## src/rtl/key_pkg.sv

```systemverilog
// Shared key codes and FSM state encoding for the keypad entry controller.
package key_pkg;

   localparam logic [3:0] KEY_ENTER = 4'hA;
   localparam logic [3:0] KEY_BACK  = 4'hB;
   localparam logic [3:0] KEY_CLEAR = 4'hC;

   typedef enum logic [1:0] {
      ST_IDLE  = 2'd0,
      ST_ENTRY = 2'd1,
      ST_HOLD  = 2'd2
   } state_e;

   function automatic logic key_is_digit(input logic [3:0] code);
      return (code <= 4'd9);
   endfunction

endpackage

```

## src/rtl/key_idle_timer.sv

```systemverilog
// Inactivity up-counter: clr has priority over en; expire flags the last idle count.
module key_idle_timer #(
   parameter int unsigned TIMEOUT_CYC = 250_000_000
) (
   input  logic clk,
   input  logic rst,
   input  logic clr,
   input  logic en,
   output logic expire
);

   localparam int unsigned CW = $clog2(TIMEOUT_CYC + 1);
   localparam logic [CW-1:0] LAST = CW'(TIMEOUT_CYC - 1);

   logic [CW-1:0] count_q;
   logic [CW-1:0] count_d;

   // Next count: zero on clear, advance while enabled, otherwise hold.
   always_comb begin
      count_d = count_q;
      if (clr) begin
         count_d = {CW{1'b0}};
      end else if (en) begin
         count_d = count_q + CW'(1);
      end else begin
         count_d = count_q;
      end
   end

   // Counter register.
   always_ff @(posedge clk or negedge rst) begin
      if (!rst) begin
         count_q <= {CW{1'b0}};
      end else begin
         count_q <= count_d;
      end
   end

   assign expire = en && (count_q == LAST);

endmodule

```

## src/rtl/key_entry_ctrl.sv

```systemverilog
// Keypad entry controller: assembles BCD digits, edits them, and hands the
// completed entry to a consumer over valid/ready, with an inactivity timeout.
module key_entry_ctrl
   import key_pkg::*;
#(
   parameter int unsigned DIGITS      = 4,
   parameter int unsigned TIMEOUT_CYC = 250_000_000
) (
   input  logic                         clk,
   input  logic                         rst,
   input  logic                         key_flag,
   input  logic [3:0]                   key_value,
   output logic                         out_valid,
   input  logic                         out_ready,
   output logic [4*DIGITS-1:0]          out_data,
   output logic [$clog2(DIGITS+1)-1:0]  out_len,
   output logic [4*DIGITS-1:0]          disp_data,
   output logic [$clog2(DIGITS+1)-1:0]  disp_len,
   output logic                         evt_overflow,
   output logic                         evt_timeout,
   output logic                         evt_drop
);

   localparam int unsigned W  = 4 * DIGITS;
   localparam int unsigned LW = $clog2(DIGITS + 1);

   state_e          state_q, state_d;
   logic [W-1:0]    buf_q, buf_d;
   logic [LW-1:0]   len_q, len_d;
   logic [W-1:0]    out_data_q, out_data_d;
   logic [LW-1:0]   out_len_q, out_len_d;
   logic            out_valid_q, out_valid_d;
   logic            ovf_q, ovf_d;
   logic            tmo_q, tmo_d;
   logic            drop_q, drop_d;

   logic            key_act_s;
   logic            timer_en_s;
   logic            timer_clr_s;
   logic            expire_s;

   // Codes 0xD..0xF never count as key events anywhere.
   assign key_act_s   = key_flag && (key_value <= KEY_CLEAR);
   assign timer_en_s  = (state_q == ST_ENTRY);
   assign timer_clr_s = (state_q != ST_ENTRY) || key_act_s;

   key_idle_timer #(
      .TIMEOUT_CYC (TIMEOUT_CYC)
   ) u_timer (
      .clk    (clk),
      .rst    (rst),
      .clr    (timer_clr_s),
      .en     (timer_en_s),
      .expire (expire_s)
   );

   // Next-state, edit buffer and output-register logic.
   always_comb begin
      state_d     = state_q;
      buf_d       = buf_q;
      len_d       = len_q;
      out_data_d  = out_data_q;
      out_len_d   = out_len_q;
      out_valid_d = out_valid_q;
      ovf_d       = 1'b0;
      tmo_d       = 1'b0;
      drop_d      = 1'b0;
      case (state_q)
         ST_IDLE: begin
            if (key_act_s && key_is_digit(key_value)) begin
               buf_d   = W'(key_value);
               len_d   = LW'(1);
               state_d = ST_ENTRY;
            end else begin
               state_d = ST_IDLE;
            end
         end
         ST_ENTRY: begin
            // A key beats a simultaneous timer expiry.
            if (key_act_s) begin
               if (key_is_digit(key_value)) begin
                  if (len_q < LW'(DIGITS)) begin
                     buf_d = (buf_q << 3'd4) | W'(key_value);
                     len_d = len_q + LW'(1);
                  end else begin
                     ovf_d = 1'b1;
                  end
               end else if (key_value == KEY_BACK) begin
                  buf_d = buf_q >> 3'd4;
                  len_d = len_q - LW'(1);
                  if (len_q == LW'(1)) begin
                     state_d = ST_IDLE;
                  end else begin
                     state_d = ST_ENTRY;
                  end
               end else if (key_value == KEY_CLEAR) begin
                  buf_d   = {W{1'b0}};
                  len_d   = {LW{1'b0}};
                  state_d = ST_IDLE;
               end else begin
                  out_data_d  = buf_q;
                  out_len_d   = len_q;
                  out_valid_d = 1'b1;
                  state_d     = ST_HOLD;
               end
            end else if (expire_s) begin
               buf_d   = {W{1'b0}};
               len_d   = {LW{1'b0}};
               tmo_d   = 1'b1;
               state_d = ST_IDLE;
            end else begin
               state_d = ST_ENTRY;
            end
         end
         ST_HOLD: begin
            drop_d = key_act_s;
            if (out_ready) begin
               out_valid_d = 1'b0;
               buf_d       = {W{1'b0}};
               len_d       = {LW{1'b0}};
               state_d     = ST_IDLE;
            end else begin
               state_d = ST_HOLD;
            end
         end
         default: begin
            out_valid_d = 1'b0;
            buf_d       = {W{1'b0}};
            len_d       = {LW{1'b0}};
            state_d     = ST_IDLE;
         end
      endcase
   end

   // State and output registers.
   always_ff @(posedge clk or negedge rst) begin
      if (!rst) begin
         state_q     <= ST_IDLE;
         buf_q       <= {W{1'b0}};
         len_q       <= {LW{1'b0}};
         out_data_q  <= {W{1'b0}};
         out_len_q   <= {LW{1'b0}};
         out_valid_q <= 1'b0;
         ovf_q       <= 1'b0;
         tmo_q       <= 1'b0;
         drop_q      <= 1'b0;
      end else begin
         state_q     <= state_d;
         buf_q       <= buf_d;
         len_q       <= len_d;
         out_data_q  <= out_data_d;
         out_len_q   <= out_len_d;
         out_valid_q <= out_valid_d;
         ovf_q       <= ovf_d;
         tmo_q       <= tmo_d;
         drop_q      <= drop_d;
      end
   end

   assign out_valid    = out_valid_q;
   assign out_data     = out_data_q;
   assign out_len      = out_len_q;
   assign disp_data    = buf_q;
   assign disp_len     = len_q;
   assign evt_overflow = ovf_q;
   assign evt_timeout  = tmo_q;
   assign evt_drop     = drop_q;

endmodule

```

## config.mk

```make
export PLATFORM = sky130hd
export DESIGN_NAME = key_entry_ctrl
export DESIGN_NICKNAME = d
export VERILOG_FILES = /design/src/rtl/key_pkg.sv /design/src/rtl/key_idle_timer.sv /design/src/rtl/key_entry_ctrl.sv
export SDC_FILE = /design/constraint.sdc
export NUM_CORES = 1
export LEC_CHECK = 0
export CORE_MARGIN = 8
export CORE_UTILIZATION = 35
export CTS_BUF_LIST = sky130_fd_sc_hd__clkbuf_16
export DETAILED_ROUTE_END_ITERATION = 12
export HOLD_SLACK_MARGIN = 0.12
export PLACE_DENSITY = 0.53
export REMOVE_ABC_BUFFERS = 1
export SYNTH_ARGS = -nofsm -noshare
export SYNTH_HDL_FRONTEND = slang
export SYNTH_HIERARCHICAL = 1
export SYNTH_SLANG_ARGS = --single-unit
```

## constraint.sdc

```tcl
create_clock -name clk -period 2.7 [get_ports clk]
set_input_delay 0.54 -clock clk [delete_from_list [all_inputs] [get_ports clk]]
set_output_delay 0.54 -clock clk [all_outputs]
set_load 0.01 [all_outputs]
```

==> metrics.txt <==
outcome=finished clean; Final Util=46.4%; Post-Layout Inst Area=4810 um2; most common flop cell mapped by yosys=dfrtp_1; DRT antenna net count=0; Post-Place Cell Area=4510 um2; Iter 0 DRT Violations=142; Worst R2R Start=u_timer/count_q[17]$_DFFE_PN0P_; Finish-stage setup viols=0; DIE HEIGHT=120 um; area of the multi-input gates=1780 um2; first drt pass iteration count=4; top post-synthesis cells by count=72 x dfrtp_1, 45 x nand2_1, 26 x mux2_2; Via density=5.17; Setup Total Neg Slack=0 ns; H-tree levels=3; top-count cell post-synth=dfrtp_1; first-pass GRT wire length=15.8 mm; pin count of the biggest net entering global routing=73; Mapped Avg Cell Area=10.3 um2; # IOs=50; post-detail-place hpwl=6.49 mm; min-delay worst type=input port to asynchronous set/reset pin; Async SR Flop Fraction=100%; top post-synthesis cells by area=dfrtp_1 48%, mux2_2 7.8%, nand2_1 4.5%; crit path capture type=register; Post CTS Setup Buffer Count=0; Layout Skew=0.00996 ns; worst endpoint required time=2.92 ns; RSZ-0062 raised after global routing=false; Seq/Total Area, Yosys=48.0%; clock root cell=clkbuf_16; endpoints failing hold=0; Peak VDD IR=0.351 mV; Initial Util=36.2%; share of the synthesized area in the top cell type=48.0%; initial antenna violation count=0; leakage=2.00 nW; Pwr Total=2.99 mW; Setup WS pre-CTS=-0.273 ns; Slew @ Worst Pin=0.928 ns; die width=120 um; synth unique cells=57; Die Area=14300 um2; total track usage=13.6%; clk sinks=72; Ant. Diodes=0; Mapped Cells=364; vias in the first global route=3115; CTS tree=built; GR Overflow Total=0; clock buffer depth=2; WL/cell=16.0 um; fin crit period=2.52 ns; IO buf count=49; clock latency on the worst-skew pair=0.34 ns; core footprint=10400 um2; area grow syn2layout=28.4%; NumNets Final=445; FF+latch count, synth=72; via count=2967; Post-synth EDFFs=0; Slew Limit Headroom=38.1%; Pins Over Slew Limit=0; layout cell share with drive strength beyond 1=21.9%; period utilisation layout=93.5%; Routed WL=9.17 mm; Setup CP Type=input port to register; gpl congestion=0.806; YS warnings=6; cell row count=37; fill cell count=1021; R2R depth=8; R2R Path End=disp_data[9]$_DFFE_PN0P_; CTS clk-pin slew, worst paths=0.06 ns; CTS buffer count=9; CTS Hold Buffers Added=0; power density over cell area=621 nW/um2; cell taking the most area after synthesis=dfrtp_1; drc violations=0; fin worst setup slack=0.176 ns; max_cap viols=0; synthesized cell area=3750 um2; Reg area=1800 um2; Reg2Reg Setup Slack=0.23 ns; startpoint types=input port; fmax=396 MHz; Arr. time, crit path=2.74 ns; worst-path maximum fanout=4
-- final cells by class --
| cell class | instances | area share (%) |
|---|---|---|
| inverter | 15 | 1.17 |
| clock buffer | 9 | 4.68 |
| tap | 136 | 3.53 |
| multi-input combinational | 257 | 36.9 |
| timing repair buffer | 78 | 14.9 |
| sequential | 72 | 37.4 |
| clock inverter | 7 | 1.33 |
-- logic make-up after synthesis --
logic type | synth area share [%]
AND/OR/NAND/NOR | 21.1
adder cells (fa/ha/maj) | 1.33
flip-flops | 48.0
AO/OA/AOI/OAI | 11.5
buffers and inverters | 5.00
XOR/XNOR | 2.34
multiplexers | 10.6
-- repair_timing --
action,4_1_cts,5_1_grt
gates resized for setup,0,4
endpoints found under the hold margin,0,0
setup endpoints to repair,0,13
-- critical path, stage by stage --
cell and delay [ns]:
clkdlybuf4s50_1 0.42, o211ai_1 0.26, nand2_1 0.12, nand2_1 0.14
o21ai_0 0.11, or4_4 0.53, nor4_2 0.27, mux2_2 0.35
-- placed cells by master (no fill, tap or decap), drive strengths merged, types with 3 or more instances in the layout --
| master | n |
|---|---|
| a21oi | 24 |
| and3 | 4 |
| and4 | 3 |
| buf | 30 |
| clkbuf | 9 |
| clkdlybuf4s50 | 48 |
| clkinv | 4 |
| dfrtp | 72 |
| ha | 4 |
| inv | 16 |
| mux2 | 29 |
| mux2i | 6 |
| nand2 | 45 |
| nand2b | 3 |
| nand3 | 9 |
| nand4 | 8 |
| nor2 | 19 |
| nor2b | 9 |
| nor3 | 6 |
| nor4 | 4 |
| o211ai | 3 |
| o21ai | 19 |
| o31ai | 7 |
| or3 | 11 |
| or4 | 10 |
| xnor2 | 6 |
| xor2 | 4 |
-- metal layers --
layer	vias to the layer above	GRT usage, %	share of wire, %
li1	1441	-	-
met1	1455	15.8	43
met2	54	22.1	49
met3	17	5.16	6.0
met4	0	5.54	2.3
met5	-	0	0
-- how the worst max path moves through the flow --
| stage | startpoint | end | slack (ns) | cells after the start |
|---|---|---|---|---|
| after detailed placement | key_value[0] | u_timer/count_q[27]$_DFFE_PN0P_ | -0.27 | 8 |
| after global placement | key_value[0] | u_timer/count_q[27]$_DFFE_PN0P_ | -0.20 | 8 |
| after floorplan | state_q[0]$_DFFE_PN0P_ | disp_data[10]$_DFFE_PN0P_ | -0.53 | 6 |
| after global routing | key_value[1] | u_timer/count_q[21]$_DFFE_PN0P_ | 0.02 | 9 |
| after CTS | u_timer/count_q[4]$_DFFE_PN0P_ | disp_data[9]$_DFFE_PN0P_ | 0.08 | 8 |
| final | key_value[1] | u_timer/count_q[27]$_DFFE_PN0P_ | 0.18 | 8 |
-- state kept, by name (all words and copies together) (netlist names) --
signal,flops
u_timer/count_q,28
disp_data,16
out_data,16
disp_len,3
out_len,3
state_q,2
evt_drop,1
evt_overflow,1
evt_timeout,1
out_valid,1
-- power by group --
| part | leakage [nW] | internal, mW | total [mW] | switching (mW) |
|---|---|---|---|---|
| sequential | 0.982 | 1.16 | 1.24 | 0.0732 |
| clock | 0.144 | 0.707 | 1.17 | 0.462 |
| combinational | 0.877 | 0.312 | 0.585 | 0.273 |
| total | 2.00 | 2.18 | 2.99 | 0.808 |
-- per-stage QoR --
| stage | cells | hold slack (ns) |
|---|---|---|
| after floorplan | 344 | 0.244 |
| after global placement | 558 | 0.465 |
| after detailed placement | 558 | 0.478 |
| after CTS | 574 | 0.389 |
| after global routing | 574 | 0.434 |
| final | 574 | 0.340 |
No activity file was read; power rests on OpenSTA's default activity.
==> edit 1: new RTL, same settings <==
Encoding of `state_e`: now one-hot (3 bits for 3 states).
--- a/src/rtl/key_pkg.sv
+++ b/src/rtl/key_pkg.sv
@@ -6,8 +6,8 @@
    localparam logic [3:0] KEY_CLEAR = 4'hC;
 
-   typedef enum logic [1:0] {
-      ST_IDLE  = 2'd0,
-      ST_ENTRY = 2'd1,
-      ST_HOLD  = 2'd2
+   typedef enum logic [2:0] {
+      ST_IDLE  = 3'b001,
+      ST_ENTRY = 3'b010,
+      ST_HOLD  = 3'b100
    } state_e;
 
Function: same outputs for any inputs over 4 cycles, from zero or initial values and one cycle with rst low; so few cycles prove little.
==> edit 1 against the unedited design <==
  * Die area grew 2.1%
  * Design area rose by 6.1%
  * Worst setup slack better by 7.0 ps
  * First-iteration DRC count fell by 6.3%
  * Routed wire length rose by 8.1%
  * Sequential cell count increased by 1
  * Combinational power is 31% lower
  * Synthesized area up 2.5%
  * Sequential share of layout area down 1.6 points
  * Total power shrank 7.5%
  * Register-to-register slack worse by 30 ps
==> edit 1: results (changes against the unedited design) <==
The run finished with clean final reports. The clock skew after layout came out at 5.48 ps (-4.48 ps). For the count of placed standard cells including taps, the log shows 584 (+4.7%). The portion of the clock cycle consumed by the worst path in the final layout works out to 0.932 (-0.00260). The sequential fraction of design power came out at 0.423 (+0.010).

The mux cell area share after synthesis was 0.106 (+0.000374). The global routing usage on met2 came out at 0.229 (+0.00745). The placed standard-cell area came out at 4730 sq um (+5.0%).

The run gives 73 (+1.4%) as the number of sinks on the clock net. The non-clock buffering overhead in the final layout was 0.173 (+0.0243). The cell internal power dissipation is 2.04 mW (-6.5%). By area the synthesized netlist is led by dfrtp_1 (47%), mux2_1 (5.6%), nand2_1 (3.2%), a21oi_1 (3.1%), mux2_4 (3.1%). The synthesized instance count is 367 (+0.82%).

Register area share after synthesis: 0.476 (-0.00474). Clock network area share: 0.0583 (-0.00171). The run gives 606 (+5.6%) as the number of standard cells in the layout, taps in and fillers out. The run gives 61 (+7.0%) as the post-synthesis cell type count.

The run gives 529 um (-3.1%) as the total met3 wirelength after detailed routing. Relative slew slack: 0.659 (+0.277). The slack of the worst reg-to-reg path is 200 ps (-30 ps), and the HPWL after detailed placement is 7.00 mm (+7.9%).

For the first-pass GRT wire length, the log shows 16.4 mm (+4.0%). The run gives 9.92 mm (+8.1%) as the final routed wirelength across all metal layers. The count of nets after finishing is 473 (+6.3%). The number of buffer cells added on primary ports was 49 (unchanged); the fraction of final layout cells sized beyond drive strength 1 was 0.215 (-0.00459). The critical path's largest stage delay is 510 ps (-20 ps), and the cell leakage power is 2.16 nW (+8.0%). The layout filler cell count came out at 1014 (-0.69%). In this run the critical register-to-register path is captured at disp_data[10]. The first-iteration detailed-routing DRC count was 133 (-6.3%).

The tools report the wire length the detailed router placed on met1 as 4.42 mm (+12%). The count of multi-input combinational gates is 260 (+1.2%), and the peak supply drop is 0.410 mV (+17%). The register area is 1830 sq um (+1.5%).

The multi-input gate share of the layout cell area was 0.363 (-0.00614). The depth of the worst register-to-register path was 9 (+1); the final weighted congestion in routability-driven placement was 0.876 (+8.7%). The largest net degree at the start of global routing was 30 (-59%); the area added between synthesis and finish was 32.9%.

The startpoint identified for the worst register-to-register timing path is u_timer/count_q[18]. The post-detailed-route via-to-cell ratio was 5.21 (+0.72%). The layout buffer count excluding clock buffers is 100 (+28%), and the met3 usage in global routing is 0.0508 (-0.000755). The worst slack after detailed placement is -233 ps (+39.9 ps). The highest net fanout along the worst path was 6 (+2); the power density normalized to cell area was 542 nW/um^2 (-13%). Counting instances in the post-synthesis netlist gives the leading cell types as dfrtp_1 (72), nand2_1 (33), a21oi_1 (24). The total routing resource utilization after global routing was 0.142 (+0.00644); the cell area after synthesis was 3840 sq um (+2.5%).

The synthesized-area fraction occupied by ao, oa, aoi and oai cells is 0.131 (+0.0155). The routing usage on met1 came out at 0.171 (+0.0132). The number of non-clock inverters came out at 17 (+2).
edit 1: cell count changes after synthesis, sizes merged, moves of 3 or more:
| cell | delta |
|---|---|
| nand2 | -12 |
| nor2 | +4 |
| a21o | +3 |
| nand3 | +6 |
| mux2i | -3 |
| nor2b | -3 |
| clkbuf | -3 |
edit 1: what timing repair did:
| item | CTS | global route |
|---|---|---|
| resized for setup | 0 | 8 |
| hold buffers | 0 | 0 |
| setup endpoints to repair | 0 | 19 |
| setup buffers | 0 | 5 |
| hold endpoints to repair | 0 | 0 |
edit 1: kinds of logic after synthesis:
group,Yosys count
fa+ha+maj,4
compound gates,73
xor+xnor,9
simple gates,140
mux,34
flops,73
buf+inv,34
edit 1: how the worst min path moves through the flow:
stage | end | from | slack [ps]
finish | u_timer/count_q[16] | rst | 120
global route | out_len[1] | rst | 150
CTS | u_timer/count_q[19] | rst | 130
detailed placement | out_data[9] | out_data[9] | 470
global placement | out_len[2] | out_len[2] | 470
floorplan | disp_data[0] | rst | 240
==> edit 2: new RTL, same settings <==
Made on the original files. Change the parameter `DIGITS` from 4 to 2.
--- a/src/rtl/key_entry_ctrl.sv
+++ b/src/rtl/key_entry_ctrl.sv
@@ -4,5 +4,5 @@
    import key_pkg::*;
 #(
-   parameter int unsigned DIGITS      = 4,
+   parameter int unsigned DIGITS      = 2,
    parameter int unsigned TIMEOUT_CYC = 250_000_000
 ) (
Ports: changed (resized disp_data, disp_len, out_data and out_len); port bits go from 50 to 32. No check against the original RTL was run, so the function may have changed too.
==> edit 2 against the unedited design <==
  * Sequential cell count is 18 lower
  * Sequential power decreased by 22%
  * Routed wire length down 21%
  * First-iteration DRC count up 1.4%
  * Design area is 23% lower
  * Total power shrank 26%
  * Cell count is 22% lower
  * Count of clock-buffer cells in the layout decreased by 4
  * Worst setup slack lost 46 ps
  * Clock power down 37%
  * Synthesized area fell by 22%
==> edit 2: results (changes against the unedited design) <==
The run finished with clean final reports. The multi-input gate share of the layout cell area is 0.388 (+0.0188). The register area share after synthesis is 0.460 (-0.0205). By area the synthesized netlist is led by dfrtp_1 (46%), mux2_2 (4.2%), a21oi_1 (2.9%), nand2_1 (2.8%), nor2_1 (2.6%). The slack of the worst reg-to-reg path is 250 ps (+20 ps), and the clock skew after layout is 11.0 ps (+1.06 ps).

The count of placed standard cells including taps was 442 (-21%); the combinational cell power was 0.514 mW (-12%). The antenna diode instance count is 0 (unchanged), and the number of buffer cells added on primary ports is 31 (-37%). The arrival time at the worst endpoint is 2750 ps (about the same). The share of the final layout cell area in sequential cells is 0.366 (-0.00875), and the mux cell area share after synthesis is 0.0605 (-0.0456). The fraction of synthesized cell area in xor and xnor cells is 0.0268 (+0.00347), and the final routed wirelength across all metal layers is 7.23 mm (-21%).

The mean post-synth cell area is 10.2 sq um (-0.98%). The global routing usage on met2 came out at 0.204 (-0.0176). The via count of the first global-routing pass is 2485 (-20%), and the first-iteration detailed-routing DRC count is 144 (+1.4%). The power of the clock network is 0.742 mW (-37%), and the final weighted congestion in routability-driven placement is 0.875 (+8.5%). The number of non-clock inverters works out to 9 (-6).

The worst slack after detailed placement came out at -166 ps (+107 ps). For the cell leakage power, the log shows 1.54 nW (-23%). The critical path's largest stage delay was 510 ps (-20 ps); the largest net degree at the start of global routing was 34 (-53%). The synthesized-area fraction occupied by ao, oa, aoi and oai cells is 0.141 (+0.0259). The clock insertion delay at the later pin of the skew report was 290 ps (-50 ps); the layout buffer count excluding clock buffers was 65 (-17%).

The layout filler cell count is 804 (-21%), and the relative slew slack is 0.580 (+0.199). The tools report the routing usage on met1 as 0.175 (+0.0174). The run gives 2 (-1) as the depth of the CTS H-tree.

The run gives 54 (-25%) as the number of sinks on the clock net. The tools report the HPWL after detailed placement as 5.27 mm (-19%). The worst slack on hold paths was 264 ps (-76.5 ps); the cell internal power dissipation was 1.61 mW (-26%). The terminus of the critical flop-to-flop path was disp_data[0]. The per-cell routed wire length was 16.1 um (+0.46%); the fraction of final layout cells sized beyond drive strength 1 was 0.212 (-0.00758). The adder-cell area share of the yosys netlist was 0.00852 (-0.00483).

For the total routing resource utilization after global routing, the log shows 0.131 (-0.00502). The number of clock buffer instances in the layout is 5 (-4), and the count of nets after finishing is 354 (-20%).
## edit 2: how the worst max path moves through the flow
stage | slack [ps] | cells after the start | endpoint
3_3_place_gp | -140 | 8 | u_timer/count_q[27]
6_report | 130 | 8 | u_timer/count_q[27]
3_5_place_dp | -170 | 8 | u_timer/count_q[27]
5_1_grt | 6 | 8 | u_timer/count_q[27]
2_1_floorplan | -190 | 7 | u_timer/count_q[27]
4_1_cts | 130 | 8 | disp_data[0]
## edit 2: layer usage
| metal | share of wire | vias up | wire length (um) |
|---|---|---|---|
| met4 | 0.014 | 0 | 101 |
| met5 | 0 | - | 0 |
| met1 | 0.50 | 1200 | 3600 |
| met2 | 0.44 | 58 | 3210 |
| li1 | - | 1170 | - |
| met3 | 0.043 | 9 | 312 |
## edit 2: per-stage QoR
stage | cell area (sq um) | power [mW]
after CTS | 3690 | 2.24
after global routing | 3690 | 2.32
after floorplan | 2820 | 1.19
after global placement | 3520 | 1.49
final | 3690 | 2.22
after detailed placement | 3520 | 1.49
